<file path="src/rtl/ccff_bitstream_loader.sv">
// Serialises a word-wide bitstream into a configuration flip-flop chain and
// optionally re-circulates the chain once to compare load and readback parity.
module ccff_bitstream_loader #(
    parameter int CHAIN_LEN = 10,
    parameter int WORD_W    = 4,
    parameter bit VERIFY_EN = 1'b1
) (
    input  logic              prog_clk,
    input  logic              prog_reset_n,
    input  logic              start,
    input  logic              bs_valid,
    input  logic [WORD_W-1:0] bs_data,
    output logic              bs_ready,
    output logic              ccff_head,
    input  logic              ccff_tail,
    output logic              ccff_clk_en,
    output logic              busy,
    output logic              done,
    output logic              error
);

    localparam int BW = $clog2(CHAIN_LEN + 1);
    localparam int WW = $clog2(WORD_W + 1);

    typedef enum logic [2:0] {
        IDLE, FETCH, SETUP, PULSE, VSETUP, VPULSE, DONE
    } state_t;

    state_t            state_q, state_d;
    logic [BW-1:0]     bitsLeft_q, bitsLeft_d;
    logic [WW-1:0]     wordLeft_q, wordLeft_d;
    logic [WORD_W-1:0] shift_q, shift_d;
    logic              parIn_q, parIn_d;
    logic              parOut_q, parOut_d;
    logic              bsReady_q, bsReady_d;
    logic              head_q, head_d;
    logic              clkEn_q, clkEn_d;
    logic              busy_q, busy_d;
    logic              done_q, done_d;
    logic              error_q, error_d;

    always_ff @(posedge prog_clk or negedge prog_reset_n) begin
        if (!prog_reset_n) begin
            state_q    <= IDLE;
            bitsLeft_q <= '0;
            wordLeft_q <= '0;
            shift_q    <= '0;
            parIn_q    <= 1'b0;
            parOut_q   <= 1'b0;
            bsReady_q  <= 1'b0;
            head_q     <= 1'b0;
            clkEn_q    <= 1'b0;
            busy_q     <= 1'b0;
            done_q     <= 1'b0;
            error_q    <= 1'b0;
        end else begin
            state_q    <= state_d;
            bitsLeft_q <= bitsLeft_d;
            wordLeft_q <= wordLeft_d;
            shift_q    <= shift_d;
            parIn_q    <= parIn_d;
            parOut_q   <= parOut_d;
            bsReady_q  <= bsReady_d;
            head_q     <= head_d;
            clkEn_q    <= clkEn_d;
            busy_q     <= busy_d;
            done_q     <= done_d;
            error_q    <= error_d;
        end
    end

    // The last pulse of a pass is recognised by the counter reaching one, so it never wraps.
    always_comb begin
        state_d = state_q;
        case (state_q)
            IDLE:   if (start) state_d = FETCH;
            FETCH:  if (bs_valid && bsReady_q) state_d = SETUP;
            SETUP:  state_d = PULSE;
            PULSE: begin
                if (bitsLeft_q == BW'(1))
                    state_d = VERIFY_EN ? VSETUP : DONE;
                else if (wordLeft_q == WW'(1))
                    state_d = FETCH;
                else
                    state_d = SETUP;
            end
            VSETUP: state_d = VPULSE;
            VPULSE: state_d = (bitsLeft_q == BW'(1)) ? DONE : VSETUP;
            DONE:   if (start) state_d = FETCH;
            default: state_d = IDLE;
        endcase
    end

    always_comb begin
        bitsLeft_d = bitsLeft_q;
        wordLeft_d = wordLeft_q;
        shift_d    = shift_q;
        parIn_d    = parIn_q;
        parOut_d   = parOut_q;
        head_d     = head_q;
        error_d    = error_q;
        case (state_q)
            IDLE, DONE: begin
                if (start) begin
                    bitsLeft_d = BW'(CHAIN_LEN);
                    parIn_d    = 1'b0;
                    parOut_d   = 1'b0;
                    error_d    = 1'b0;
                end
            end
            FETCH: begin
                if (bs_valid && bsReady_q) begin
                    shift_d    = bs_data;
                    wordLeft_d = WW'(WORD_W);
                end
            end
            SETUP: begin
                head_d  = shift_q[WORD_W-1];
                shift_d = shift_q << 1;
                parIn_d = parIn_q ^ shift_q[WORD_W-1];
            end
            PULSE: begin
                wordLeft_d = wordLeft_q - WW'(1);
                bitsLeft_d = (bitsLeft_q == BW'(1)) ? BW'(CHAIN_LEN) : bitsLeft_q - BW'(1);
            end
            VSETUP: begin
                head_d   = ccff_tail;
                parOut_d = parOut_q ^ ccff_tail;
            end
            VPULSE: begin
                bitsLeft_d = bitsLeft_q - BW'(1);
                if (bitsLeft_q == BW'(1)) error_d = (parIn_q != parOut_q);
            end
            default: ;
        endcase
        bsReady_d = (state_d == FETCH);
        clkEn_d   = (state_d == PULSE) || (state_d == VPULSE);
        busy_d    = (state_d != IDLE) && (state_d != DONE);
        done_d    = (state_d == DONE);
    end

    assign bs_ready    = bsReady_q;
    assign ccff_head   = head_q;
    assign ccff_clk_en = clkEn_q;
    assign busy        = busy_q;
    assign done        = done_q;
    assign error       = error_q;

endmodule
</file>
<file path="config.mk">
export PLATFORM = sky130hd
export DESIGN_NAME = ccff_bitstream_loader
export DESIGN_NICKNAME = d
export VERILOG_FILES = /design/src/rtl/ccff_bitstream_loader.sv
export SDC_FILE = /design/constraint.sdc
export NUM_CORES = 1
export LEC_CHECK = 0
export BUFFER_PORTS_ARGS = -buffer_cell sky130_fd_sc_hd__buf_4
export CAP_MARGIN = 10
export CORE_UTILIZATION = 40
export CTS_CLUSTER_DIAMETER = 100
export DETAILED_ROUTE_END_ITERATION = 10
export GPL_TIMING_DRIVEN = 0
export HOLD_SLACK_MARGIN = 0.05
export MAX_ROUTING_LAYER = met4
export PLACE_DENSITY = 0.64
export REMOVE_ABC_BUFFERS = 1
export SYNTH_ARGS = -nofsm -noshare
export SYNTH_HDL_FRONTEND = slang
export SYNTH_SLANG_ARGS = --single-unit
</file>
<file path="constraint.sdc">
create_clock -name prog_clk -period 2 [get_ports prog_clk]
set_input_delay 0.1 -clock prog_clk [delete_from_list [all_inputs] [get_ports prog_clk]]
set_output_delay 0.1 -clock prog_clk [all_outputs]
set_load 0.05 [all_outputs]
</file>
==> impl.org <==
** Run status
- Result of the run :: completed

** Power and ir drop
- Of the total power, combinational logic draws 0.453.
- Portion of total power attributed to the clock network :: 0.120
- For this design the static power due to leakage is approximately 0.00064 uW.
- Switching power total :: 955.2 uW
- Design Power :: between 2000 and 2500 uW
- Net switching share of the total power :: 0.4525
- Fraction of power consumed by sequential logic :: 0.427
- In this run the power density over the cells is 1429 nW/um^2.
- IR analysis of the VDD net gives a maximum drop of between 0.0006 and 0.0007 V.
- Internal power comes to 1156 uW.

** Synthesis
- The synthesized-area fraction occupied by ao, oa, aoi and oai cells came to 0.1830.
- Counting flops and latches in the post-synthesis netlist gives 22.
- The share of the Yosys chip area taken by registers is 0.4239.
- Yosys printed 0 warnings.
- For this run, asynchronously set or reset flops after synthesis account for 1.000.
- Post-synth cell types :: 40
- Counting flops with a built-in enable in the synthesized netlist gives 0.
- Simple-Gate Fraction of Synth Area :: 0.2197
- After synthesis, the mean cell area works out to 9.620 um^2.
- By area, the combinational part of the netlist is dominated by simple AND/OR/NAND/NOR gates.
- Area of the mapped netlist :: 1299 um^2
- Synthesis produced a netlist whose cell count is 135.
- Area share of fa/ha/maj cells after synthesis :: 0.03854
- Post-synthesis share of cell area spent on xor and xnor gates :: 0.03950
- Post-synthesis mux area share :: 0.02312
- Most used flip-flop cell after synthesis :: sky130_fd_sc_hd__dfrtp_1

** Timing
- Relative max-transition margin :: 0.6142
- Setup repair after global routing left no endpoint under its margin.
- The final count of hold timing violations came to 0.
- Final period utilization :: 0.9356
- Hold is met by 0.06725 ns.
- At the pin with the least slew margin, the transition time is around 0.58 ns.
- On the final layout, the worst clock skew is between 0.008 and 0.009 ns.
- The final number of max-transition violations is 0.
- FMAX :: between 500 and 600 MHz
- Final-report setup violation count :: 0
- Fin worst setup slack :: roughly 0.13 ns
- Shortest clock period the worst path allows after layout :: roughly 1.9 ns

** Run
- MaxCap Viol Count :: 0

** Drt
- Number of optimization iterations in the first detailed-route pass :: 4
- Using the TritonRoute via totals, the vias-per-cell ratio works out to 5.260.
- Iter 0 DRT Violations :: 31
- Wire per inst :: ~13 um
- The detail route stage leaves a number of antenna-violating nets equal to 0.
- Vias after detailed routing :: 1010
- For this run, design rule violations remaining after detail routing come to 0.
- After detailed routing, the total wire length is 2535 um.

** GRT
- Overflow left after global routing :: 0
- The first global-routing pass estimated 4547 um of wire.
- Maximum number of pins on one net before global-route repair :: 28
- GRT Overall Usage :: 0.1783
- Vias in the first global route :: 1037
- The initial antenna violation count was 0.

** Die
- Die outline area :: 3479 um^2
- 15 I/O pins were placed.
- The die is 58.98 um wide.
- Row count :: 20
- The floorplan step defined a core boundary enclosing 3078 um^2.
- From bottom edge to top edge, the die measures 58.98 um.
- The initial utilization of the core area, before any placement, comes to 0.4220.

** Worst hold path
- Endpoint, Worst Hold :: parIn_q
- Source of the worst hold timing path :: start
- The path class of the tightest hold or removal check is input pin to flop.
- The worst hold path passes through 2 cells.

** Critical path
- Required time at the worst-slack endpoint :: between 2 and 2.5 ns
- STA classifies the critical path startpoint as a flop.
- Along the worst path, the maximum fanout reaches 17.
- In this run the critical register-to-register path is launched from state_q[1].
- CP arrival :: between 2 and 2.5 ns
- The number of cells on the worst reg-to-reg path is 4.
- Across all register-to-register paths, the minimum setup slack is roughly 0.13 ns.
- The worst register-to-register path ends at state_q[1].
- The most critical setup path has its startpoint at state_q[1].
- Start-to-end type of the worst setup path :: flop to flop
- Capturing element type of the critical path :: flop

** Placed design
- Number of buffers added on ports :: 14
- Total instance count after detailed placement :: 185
- Post-placement setup slack :: -0.1509 ns
- Detailed placement ended at an HPWL of 1769 um.
- Final estimated routing congestion in global placement :: 0.8021

** CTS
- TritonCTS clock tree :: built
- CTS HTree Levels :: 1
- Setup Fix Bufs, Post-CTS :: 0
- CTS sink count :: 22
- Worst-path clk slew :: 0.13 ns
- No sink is reached through more buffers than the 2 on the longest clock path.
- Clock buffer count from CTS :: 3
- The root buffer cell chosen for the clock tree is sky130_fd_sc_hd__clkbuf_4.
- At the later pin of the worst-skew pair, clock insertion delay measures roughly 0.31 ns.

** Layout
- Final #Nets :: about 160
- The repair_antennas step left the layout with diodes totalling 0.
- The finished layout holds 192 standard cells, fillers aside.
- Top library cells by usage in the layout, fill and taps aside :: sky130_fd_sc_hd__dfrtp_1 (20), sky130_fd_sc_hd__buf_4 (14), sky130_fd_sc_hd__nand2_1 (13)
- Leaving out fill and tap cells, the most frequent cell in the layout is sky130_fd_sc_hd__dfrtp_1.
- Of the cells placed in the final design, the portion with a size suffix greater than 1 is 0.1959.
- Fill cells in the final layout number around 300.
- Signed area change from the synthesized netlist to the final layout :: 13.78%
- At the end of the flow the core is filled with cells to 0.4801.
==> sequential cells by signal, indices dropped and copies added (netlist names) <==
signal / count
done: 1
state_q: 3
bitsLeft_q: 4
ccff_clk_en: 1
wordLeft_q: 3
error: 1
parIn_q: 1
busy: 1
shift_q: 4
bs_ready: 1
ccff_head: 1
parOut_q: 1
==> per-stage QoR <==
stage                     setup TNS (ns)  area [um^2]
after floorplan                        0         1246
after global placement           -0.1983         1406
after detailed placement         -0.3576         1406
after CTS                              0         1474
after global routing                   0         1478
final                                  0         1478
==> what timing repair did <==
action                                  4_1_cts  5_1_grt
endpoints found under the hold margin        24        0
gates resized for setup                       1        2
endpoints found under the setup margin        5        5
hold buffers                                  3        0
==> critical path, stage by stage, from the launching register on <==
cell	delay [ns]
sky130_fd_sc_hd__dfrtp_1	0.73
sky130_fd_sc_hd__inv_1	0.23
sky130_fd_sc_hd__a31oi_4	0.22
sky130_fd_sc_hd__nor2b_2	0.07
sky130_fd_sc_hd__or4_1	0.51
==> worst max-delay path by stage <==
stage / cells after the start / endpoint / slack (ns)
2_1_floorplan: 4 / shift_q[1] / 0.22
3_3_place_gp: 4 / shift_q[1] / -0.1
3_5_place_dp: 4 / shift_q[3] / -0.15
4_1_cts: 4 / bitsLeft_q[3] / 0.11
5_1_grt: 4 / state_q[1] / 0.007
6_report: 4 / state_q[1] / 0.13
==> metal layers <==
metal	share of wire	up-vias	GRT usage
li1	-	503	-
met1	0.47	491	0.2132
met2	0.50	14	0.3117
met3	0.026	2	0.03930
met4	0.0039	0	0.03061
met5	0	-	-
==> kinds of logic (layout without fill, tap and decap cells) <==
logic type | Yosys count | in the layout
muxes | 3 | 3
xor gates and xnor gates | 5 | 5
DFF | 22 | 22
AOI/OAI and AO/OA | 34 | 34
and+or+nand+nor | 48 | 48
buffers and inverters | 19 | 32
adders and majority gates | 4 | 4
==> area by class of cell <==
cell class	instances	area [um^2]	share of cell area
clock buffers	4	36.28	0.02456
inverters	11	41.29	0.02794
multi-input cells	94	654.4	0.4428
repair buffers	17	135.1	0.09145
flip-flops and latches	22	555.5	0.3760
well taps	44	55.05	0.03726
==> cell usage after synthesis, types with 2 or more instances <==
master | number | area share
sky130_fd_sc_hd__nand2_1 | 13 | 0.038
sky130_fd_sc_hd__a21oi_1 | 5 | 0.019
sky130_fd_sc_hd__nor3b_4 | 3 | 0.043
sky130_fd_sc_hd__nand2b_1 | 3 | 0.014
sky130_fd_sc_hd__dfrtp_1 | 22 | 0.42
sky130_fd_sc_hd__o221ai_1 | 2 | 0.013
sky130_fd_sc_hd__nor2_1 | 6 | 0.017
sky130_fd_sc_hd__mux2i_1 | 3 | 0.023
sky130_fd_sc_hd__o21ai_1 | 7 | 0.027
sky130_fd_sc_hd__buf_2 | 3 | 0.012
sky130_fd_sc_hd__ha_1 | 4 | 0.039
sky130_fd_sc_hd__xor2_1 | 3 | 0.020
sky130_fd_sc_hd__nand3_1 | 10 | 0.039
sky130_fd_sc_hd__buf_4 | 3 | 0.017
sky130_fd_sc_hd__nor2b_1 | 2 | 0.0096
sky130_fd_sc_hd__inv_1 | 11 | 0.032
sky130_fd_sc_hd__nor3_1 | 4 | 0.015
sky130_fd_sc_hd__o21ai_0 | 8 | 0.031
sky130_fd_sc_hd__a41oi_1 | 2 | 0.013
==> power by group through the flow <==
stage	clock, uW	combinational (uW)	sequential, uW
6_report	253	956	902
5_1_grt	278	1100	936
4_1_cts	263	968	894
3_5_place_dp	0	956	904
3_3_place_gp	0	920	887
2_1_floorplan	0	635	959
No activity file was read; power rests on OpenSTA's default activity.
